File: config.mk
export PLATFORM = sky130hd
export DESIGN_NAME = debug_exec_ctrl
export DESIGN_NICKNAME = d
export VERILOG_FILES = /design/src/rtl/debug_exec_ctrl.sv
export SDC_FILE = /design/constraint.sdc
export NUM_CORES = 1
export LEC_CHECK = 0
export BUFFER_PORTS_ARGS = -buffer_cell sky130_fd_sc_hd__buf_4
export CORE_MARGIN = 5
export CORE_UTILIZATION = 56
export DETAILED_ROUTE_END_ITERATION = 16
export PLACE_DENSITY = 0.8
export SLEW_MARGIN = 20
export SYNTH_ARGS = -nofsm -noshare
export SYNTH_HDL_FRONTEND = slang
export SYNTH_SLANG_ARGS = --single-unit
File: constraint.sdc
create_clock -name clk -period 3.4 [get_ports clk]
set_clock_uncertainty 0.15 [all_clocks]
set_input_delay 0.68 -clock clk [delete_from_list [all_inputs] [get_ports clk]]
set_output_delay 0.68 -clock clk [all_outputs]
set_load 0.03 [all_outputs]
File: src/rtl/debug_exec_ctrl.sv
// UART-driven debug sequencer: loads imem byte-wise, runs/steps/resets the pipeline, reports a status byte.
// imem writes land one cycle after each rx byte; status waits in REPORT until tx_busy is low.
module debug_exec_ctrl #(
    parameter int          IMEM_ADDR_W  = 8,
    parameter logic [31:0] MAX_CYCLES   = 32'd1000000,
    parameter logic [7:0]  TIMEOUT_CODE = 8'hEE,
    parameter logic [7:0]  ACK_CODE     = 8'h4B
) (
    input  logic                   clk,
    input  logic                   rst,
    input  logic [7:0]             rx_data,
    input  logic                   rx_valid,
    output logic [7:0]             tx_data,
    output logic                   tx_start,
    input  logic                   tx_busy,
    output logic                   imem_we,
    output logic [IMEM_ADDR_W-1:0] imem_addr,
    output logic [7:0]             imem_wdata,
    output logic                   mips_clk_en,
    output logic                   mips_rst,
    input  logic                   mips_halted,
    input  logic [31:0]            mips_pc,
    output logic [3:0]             state_o
);

    typedef enum logic [3:0] {
        S_IDLE      = 4'd0,
        S_LOAD_LEN  = 4'd1,
        S_LOAD_DATA = 4'd2,
        S_RUN       = 4'd3,
        S_STEP      = 4'd4,
        S_PRST      = 4'd5,
        S_REPORT    = 4'd6,
        S_WAIT_TX   = 4'd7
    } state_t;

    localparam logic [31:0] LAST_CYC = MAX_CYCLES - 32'd1;

    state_t                 state_q, state_d;
    logic [7:0]             tx_data_q, tx_data_d;
    logic                   pc_pend_q, pc_pend_d;
    logic                   wait_first_q, wait_first_d;
    logic                   we_q, we_d;
    logic [7:0]             wdata_q, wdata_d;
    logic [IMEM_ADDR_W-1:0] addr_q, addr_d;
    logic [9:0]             cnt_q, cnt_d;
    logic [9:0]             total_q, total_d;
    logic [31:0]            cyc_q, cyc_d;

    logic unused_pc_hi;
    assign unused_pc_hi = ^mips_pc[31:8];

    always_comb begin
        state_d      = state_q;
        tx_data_d    = tx_data_q;
        pc_pend_d    = pc_pend_q;
        wait_first_d = wait_first_q;
        we_d         = 1'b0;
        wdata_d      = wdata_q;
        addr_d       = addr_q;
        cnt_d        = cnt_q;
        total_d      = total_q;
        cyc_d        = cyc_q;
        tx_start     = 1'b0;
        case (state_q)
            S_IDLE: begin
                if (rx_valid) begin
                    case (rx_data)
                        8'h4C: state_d = S_LOAD_LEN;
                        8'h52: begin
                            if (mips_halted) begin
                                state_d   = S_REPORT;
                                tx_data_d = mips_pc[7:0];
                            end else begin
                                state_d = S_RUN;
                                cyc_d   = 32'd0;
                            end
                        end
                        8'h53:   state_d = S_STEP;
                        8'h58:   state_d = S_PRST;
                        default: ;
                    endcase
                end
            end
            S_LOAD_LEN: begin
                if (rx_valid) begin
                    if (rx_data == 8'd0) begin
                        state_d   = S_REPORT;
                        tx_data_d = ACK_CODE;
                    end else begin
                        cnt_d   = 10'd0;
                        addr_d  = '0;
                        total_d = {rx_data, 2'b00};
                        state_d = S_LOAD_DATA;
                    end
                end
            end
            S_LOAD_DATA: begin
                // cnt_q counts captured bytes; the write of the last one ends the load
                if (we_q) addr_d = addr_q + 1'b1;
                if (we_q && cnt_q == total_q) begin
                    state_d   = S_REPORT;
                    tx_data_d = ACK_CODE;
                end else if (rx_valid && cnt_q != total_q) begin
                    we_d    = 1'b1;
                    wdata_d = rx_data;
                    cnt_d   = cnt_q + 10'd1;
                end
            end
            S_RUN: begin
                cyc_d = cyc_q + 32'd1;
                if (mips_halted || (rx_valid && rx_data == 8'h48)) begin
                    state_d   = S_REPORT;
                    tx_data_d = mips_pc[7:0];
                end else if (cyc_q == LAST_CYC) begin
                    state_d   = S_REPORT;
                    tx_data_d = TIMEOUT_CODE;
                end
            end
            S_STEP: begin
                state_d   = S_REPORT;
                pc_pend_d = 1'b1;
            end
            S_PRST: begin
                state_d   = S_REPORT;
                tx_data_d = ACK_CODE;
            end
            S_REPORT: begin
                // after a step the PC is captured one cycle late, before transmitting
                if (pc_pend_q) begin
                    tx_data_d = mips_pc[7:0];
                    pc_pend_d = 1'b0;
                end else if (!tx_busy) begin
                    tx_start     = 1'b1;
                    wait_first_d = 1'b1;
                    state_d      = S_WAIT_TX;
                end
            end
            S_WAIT_TX: begin
                if (wait_first_q)  wait_first_d = 1'b0;
                else if (!tx_busy) state_d      = S_IDLE;
            end
            default: state_d = S_IDLE;
        endcase
    end

    always_ff @(posedge clk or posedge rst) begin
        if (rst) begin
            state_q      <= S_IDLE;
            tx_data_q    <= 8'd0;
            pc_pend_q    <= 1'b0;
            wait_first_q <= 1'b0;
            we_q         <= 1'b0;
            wdata_q      <= 8'd0;
            addr_q       <= '0;
            cnt_q        <= 10'd0;
            total_q      <= 10'd0;
            cyc_q        <= 32'd0;
        end else begin
            state_q      <= state_d;
            tx_data_q    <= tx_data_d;
            pc_pend_q    <= pc_pend_d;
            wait_first_q <= wait_first_d;
            we_q         <= we_d;
            wdata_q      <= wdata_d;
            addr_q       <= addr_d;
            cnt_q        <= cnt_d;
            total_q      <= total_d;
            cyc_q        <= cyc_d;
        end
    end

    assign tx_data     = tx_data_q;
    assign imem_we     = we_q;
    assign imem_addr   = addr_q;
    assign imem_wdata  = wdata_q;
    assign mips_clk_en = (state_q == S_RUN) || (state_q == S_STEP) || (state_q == S_PRST);
    assign mips_rst    = (state_q == S_PRST);
    assign state_o     = state_q;

endmodule

==> impl_metrics.env, run 1 <==
export IMPL_most_common_layout_cells="dfrtp_1 (80), nand2_1 (65), buf_4 (54)"
export IMPL_clkLatencyLatePin_ns=0.36
export IMPL_cp_data_required_time_ns=2.57
export IMPL_synthArstFlopShare_pct=100.0
export IMPL_cp_slowest_cell="dfrtp_1"
export IMPL_syn_inst=477
export IMPL_grt_overflow=0
export IMPL_dieArea_um2=9790
export IMPL_pwr_density_cell_nw_per_um2=802.4
export IMPL_synth_cell_type_count=60
export IMPL_cts_buffer_depth=2
export IMPL_cts_clk_slew_worst_paths_ns=0.09
export IMPL_firstDrtPassIters=5
export IMPL_ys_seq_area_share_pct=45.18
export IMPL_viasPerCell=6.137
export IMPL_synth_area_um2=4430
export IMPL_cp_start_kind="register"
export IMPL_nFillCells=626
export IMPL_wl_met1_mm=4.720
export IMPL_endpoint_kind="output port"
export IMPL_post_cts_buffers=0
export IMPL_dp_hpwl_mm=7.201
export IMPL_register_area_um2=2002
export IMPL_multiInputGateArea_um2=2253
export IMPL_synth_compound_area_share_pct=16.55
export IMPL_portBuffers=51
export IMPL_synth_xor_area_share_pct=2.768
export IMPL_die_y_um=98.95
export IMPL_wl_per_cell_um=16.33
export IMPL_synthAdderAreaFrac_pct=1.130
export IMPL_met3_length_um=462
export IMPL_placed_cell_area_um2=4881
export IMPL_ctsHoldBuffers=0
export IMPL_grt_util_all_layers_pct=21.63
export IMPL_p_leak_nw=2.188
export IMPL_yosys_area_share_simple_pct=25.53
export IMPL_wirelength_mm=10.22
export IMPL_cts_root_buffer="clkbuf_8"
export IMPL_rsz0062_at_grt="false"
export IMPL_antenna_found_initial=0
export IMPL_vias=3842
export IMPL_period_needed_ns=2.705
export IMPL_synth_top_family_by_area="simple AND/OR/NAND/NOR gates"
export IMPL_grt_max_degree=49
export IMPL_ctsResizeCount=0
export IMPL_ant_nets=0
export IMPL_whs_ns=0.3311
export IMPL_cp_arrival_ns=1.87
export IMPL_final_common_cell="dfrtp_1"
export IMPL_peakVddDrop_uv=583.6
export IMPL_routed_wl_met2_mm=4.895
export IMPL_crit_type="register to output port"
export IMPL_grt_pass1_vias=3710
export IMPL_ys_ff_latch=80
export IMPL_hold_violations=0
export IMPL_grt_first_pass_wirelength_mm=17.53
export IMPL_top_layer="met4"
export IMPL_slew_violations=0
export IMPL_area_growth_pct=14.66
export IMPL_critPathMaxFanout=13
export IMPL_crit_family="flip-flops"
export IMPL_htreeDepth=3
export IMPL_core_um2=7727
export IMPL_initial_core_util_pct=57.33
export IMPL_syn_num_nets=526
export IMPL_synth_edff_count=0
export IMPL_finalSetupTns_ns=0
export IMPL_path_cells="inv_1 > nand3_1 > buf_4 > o21ai_0 > buf_4"
export IMPL_dominantRegCellSynth="dfrtp_1"
export IMPL_nNetsFinal=568
export IMPL_fin_crit_sh_pct=79.55
export IMPL_r2r_slack_ns=0.72
export IMPL_drive_gt1_share_pct=17.75
export IMPL_status="finished, final reports clean"
export IMPL_place_gp_congestion=0.8493
export IMPL_finalInstanceArea_um2=5080
export IMPL_tightestPinTransition_ns=1.058
export IMPL_max_freq_mhz=369.7
export IMPL_path_buf_inv=3
export IMPL_dieWidth_um=98.95
export IMPL_tritoncts="built"
export IMPL_ioPinCount=77
export IMPL_crit_top_cell="buf_4"
export IMPL_drc=0
export IMPL_n_antenna_cell=0
export IMPL_drv_cap=0
export IMPL_synth_avg_cell_area_um2=9.288
export IMPL_slew_headroom_pct=29.32
export IMPL_yosys_warnings=0
export IMPL_first_iter_violations=261
export IMPL_rows=32
export IMPL_worst_hold_path_type="primary input to async pin"
export IMPL_cts_sinks=80
export IMPL_setup_viol=0
export IMPL_cp_slowest_stage_delay_ns=0.62
export IMPL_cts_buffers=9
export IMPL_synth_mux_area_share_pct=4.406
## layout make-up
cell class	instances	share of cell area [%]
Multi-Input combinational cell	354	44.36
Sequential cell	80	39.41
Timing Repair Buffer	55	8.374
Clock buffer	12	2.857
Tap cell	102	2.512
Inverter	19	1.429
Clock inverter	4	1.059
## state kept, by name (all words and copies together) (netlist names)
signal	cells
cnt_q	10
cyc_q	32
imem_addr	8
imem_wdata	8
imem_we	1
pc_pend_q	1
state_o	3
total_q	8
tx_data	8
wait_first_q	1
## per-layer routing
| layer | track usage, % | up-vias |
|---|---|---|
| met1 | 30.92 | 1883 |
| met3 | 2.902 | 12 |
| met2 | 33.73 | 102 |
| li1 | - | 1845 |
| met4 | 7.878 | 0 |
| met5 | 0 | - |
## report_power, final
part,internal [mW],switching (mW)
registers,1.26,0.357
logic,0.710,1.03
clock network,0.362,0.356
total,2.34,1.74
## per-stage QoR
| stage | setup slack, ns | utilization (%) | total power [mW] | instances |
|---|---|---|---|---|
| after floorplan | 0.5183 | - | 2.817 | 477 |
| after global placement | 0.5583 | 63.16 | 3.303 | 610 |
| after detailed placement | 0.5355 | 63.16 | 3.375 | 610 |
| after CTS | 0.7100 | 65.74 | 4.090 | 626 |
| after global routing | 0.5250 | 65.74 | 4.353 | 626 |
| final | 0.6954 | 65.74 | 4.076 | 626 |
## path summary, 6_finish.rpt
kind,cells past startpoint,startpoint,endpoint
worst max-delay path,5,state_o[2]$_DFFE_PP0P_,mips_clk_en
worst min-delay path,2,rst,imem_addr[5]$_DFFE_PP0P_
worst max register to register,6,state_o[0]$_DFFE_PP0P_,cyc_q[11]$_DFFE_PP0P_
worst min register to register,1,tx_data[0]$_DFFE_PP0P_,tx_data[0]$_DFFE_PP0P_
max in group asynchronous,3,rst,cnt_q[0]$_DFFE_PP0P_
min in group clk,1,tx_data[0]$_DFFE_PP0P_,tx_data[0]$_DFFE_PP0P_
## synthesized netlist by cell type, drive strengths merged, types with 3 or more instances
library cell,number,area [um2]
mux2,12,135.1
xor2,4,35.03
mux2i,6,60.06
nor3,9,61.31
inv,19,71.32
or4,19,142.6
and2,4,25.02
ha,4,50.05
and4,5,43.79
buf,14,83.82
nor3b,3,32.53
a21o,3,22.52
nor4b,4,35.03
xnor2,10,87.58
dfrtp,80,2002
nand2b,6,37.54
nand3,21,105.1
o211ai,6,45.04
nor2,17,63.81
nand4,13,96.34
o21ai,32,160.2
clkbuf,10,37.54
o31ai,19,142.6
nand2,65,244.0
a21oi,33,168.9
or3,13,86.33
nor4,7,56.30
and3,11,70.07
## logic make-up after synthesis
family                   after synthesis
AO/OA/AOI/OAI                        116
XOR/XNOR                              14
adder cells (fa/ha/maj)                4
buffers and inverters                 43
flip-flops                            80
multiplexers                          18
other                                  1
AND/OR/NAND/NOR                      201
No activity file was read; power rests on OpenSTA's default activity.
==> inputs of run 2 (changes only) <==
Settings changed: CORE_UTILIZATION 56 to 51, PLACE_DENSITY 0.8 to 0.77.
Clock period 3.4 ns to 2.3 ns, I/O delays scaled along.
==> impl_metrics.env, run 2 (synthesis gave the netlist of run 1 again) <==
export IMPL_met3_length_um=609
export IMPL_grt_max_degree=81
export IMPL_ioPinCount=77
export IMPL_htreeDepth=3
export IMPL_drv_cap=0
export IMPL_setup_viol=8
export IMPL_critPathMaxFanout=6
export IMPL_crit_type="register to register"
export IMPL_register_area_um2=2004
export IMPL_tritoncts="built"
export IMPL_drc=0
export IMPL_clkLatencyLatePin_ns=0.35
export IMPL_rr_worst_depth=7
export IMPL_dp_hpwl_mm=7.965
export IMPL_wirelength_mm=11.59
export IMPL_finalInstanceArea_um2=5807
export IMPL_tightestPinTransition_ns=0.5604
export IMPL_area_growth_pct=31.06
export IMPL_viasPerCell=5.981
export IMPL_dieWidth_um=103.2
export IMPL_cp_data_required_time_ns=2.39
export IMPL_nFillCells=635
export IMPL_max_freq_mhz=418.0
export IMPL_place_gp_congestion=0.9218
export IMPL_peakVddDrop_uv=843.0
export IMPL_cp_arrival_ns=2.48
export IMPL_pwr_density_cell_nw_per_um2=1182
export IMPL_grt_util_all_layers_pct=22.49
export IMPL_slew_violations=0
export IMPL_total_power_mw=6.864
export IMPL_period_needed_ns=2.392
export IMPL_slew_headroom_pct=62.58
export IMPL_initial_core_util_pct=51.56
export IMPL_violations="negative setup slack"
export IMPL_cts_root_buffer="clkbuf_8"
export IMPL_grt_overflow=0
export IMPL_vias=4181
export IMPL_wl_per_cell_um=16.58
export IMPL_worst_hold_path_type="primary input to async pin"
export IMPL_r2r_end="tx_data[3]$_DFFE_PP0P_"
export IMPL_endpoint_kind="register"
export IMPL_status="finished, violations left"
export IMPL_dieArea_um2=10650
export IMPL_rows=34
export IMPL_cts_buffer_depth=2
export IMPL_wl_met1_mm=5.045
export IMPL_layout_setup_ws_ns=-0.09247
export IMPL_placed_cell_area_um2=5405
export IMPL_die_y_um=103.2
export IMPL_top_regs="cyc_q x32, cnt_q x10"
export IMPL_r2r_slack_ns=-0.09
export IMPL_rsz0062_at_grt="true"
export IMPL_dpl_worst_slack_ns=-0.07282
export IMPL_grt_first_pass_wirelength_mm=19.07
export IMPL_r2r_start="cyc_q[15]$_DFFE_PP0P_"
export IMPL_layout_cells_non_filler=699
export IMPL_fin_crit_sh_pct=104.0
export IMPL_largest_register="cyc_q"
export IMPL_cts_sinks=80
export IMPL_n_antenna_cell=0
export IMPL_grt_pass1_vias=4029
export IMPL_ant_nets=0
export IMPL_hold_violations=0
export IMPL_first_iter_violations=213
export IMPL_core_um2=8593
export IMPL_drive_gt1_share_pct=29.95
export IMPL_firstDrtPassIters=5
export IMPL_top_layer="met4"
export IMPL_antenna_found_initial=0
export IMPL_cts_buffers=9
export IMPL_largest_reg_flops=32
export IMPL_cts_clk_slew_worst_paths_ns=0.08
export IMPL_nNetsFinal=636
export IMPL_routed_wl_met2_mm=5.674
export IMPL_multiInputGateArea_um2=2372
export IMPL_portBuffers=51
export IMPL_most_common_layout_cells="buf_4 (116), dfrtp_1 (78), nand2_1 (65)"
export IMPL_dp_cells=680
export IMPL_p_leak_nw=2.634
export IMPL_final_common_cell="buf_4"
export IMPL_cp_start_kind="register"
-- run 2: metal layers --
layer | up-vias | GRT usage, %
met2 | 155 | 37.10
li1 | 1983 | -
met5 | - | 0
met3 | 31 | 4.158
met1 | 2012 | 29.93
met4 | 0 | 7.769
-- run 2: what timing repair did --
item / CTS / global route
hold buffers: 0 / 0
cloned: 0 / 0
resized for setup: 6 / 21
buffers inserted: 1 / 4
setup endpoints to repair: 9 / 23
pin swaps: 2 / 12
-- run 2: how the worst max path moves through the flow --
stage,start,end,slack [ns]
final,cyc_q[15]$_DFFE_PP0P_,tx_data[3]$_DFFE_PP0P_,-0.09
after global routing,cyc_q[13]$_DFFE_PP0P_,tx_data[0]$_DFFE_PP0P_,-0.14
after CTS,cyc_q[27]$_DFFE_PP0P_,tx_data[1]$_DFFE_PP0P_,0.003
after detailed placement,rx_data[5],tx_data[1]$_DFFE_PP0P_,-0.07
after global placement,cyc_q[27]$_DFFE_PP0P_,tx_data[3]$_DFFE_PP0P_,-0.05
after floorplan,state_o[1]$_DFFE_PP0P_,cyc_q[11]$_DFFE_PP0P_,0.08
-- run 2: cell type report --
cell class | instances | share of cell area (%)
clock buffers | 12 | 2.499
clock inverters | 3 | 1.551
inverters | 19 | 1.293
multi-input cells | 354 | 40.85
flip-flops and latches | 80 | 34.52
well taps | 108 | 2.327
repair buffers | 123 | 16.96
-- run 2: per-stage QoR --
stage                     TNS, ns  util [%]  hold slack [ns]
after floorplan                 0         -           0.3165
after global placement    -0.2156     62.90           0.3153
after detailed placement  -0.5076     62.90           0.3296
after CTS                       0     66.02          0.09025
after global routing       -1.131     67.57           0.1183
final                     -0.6047     67.57          0.05917
-- run 2: power by group --
| part | switching, mW | leakage [nW] | internal (mW) |
|---|---|---|---|
| registers | 0.399 | 1.03 | 1.87 |
| logic | 1.85 | 1.49 | 1.50 |
| clock network | 0.495 | 0.117 | 0.747 |
| total | 2.74 | 2.63 | 4.12 |
-- run 2: critical path, stage by stage (launching register included) --
cell and delay (ns):
dfrtp_1 0.40, nor4b_2 0.31, nand4_1 0.22, nor4_1 0.34, buf_4 0.19, o221a_1 0.21
buf_6 0.15, mux2_4 0.30
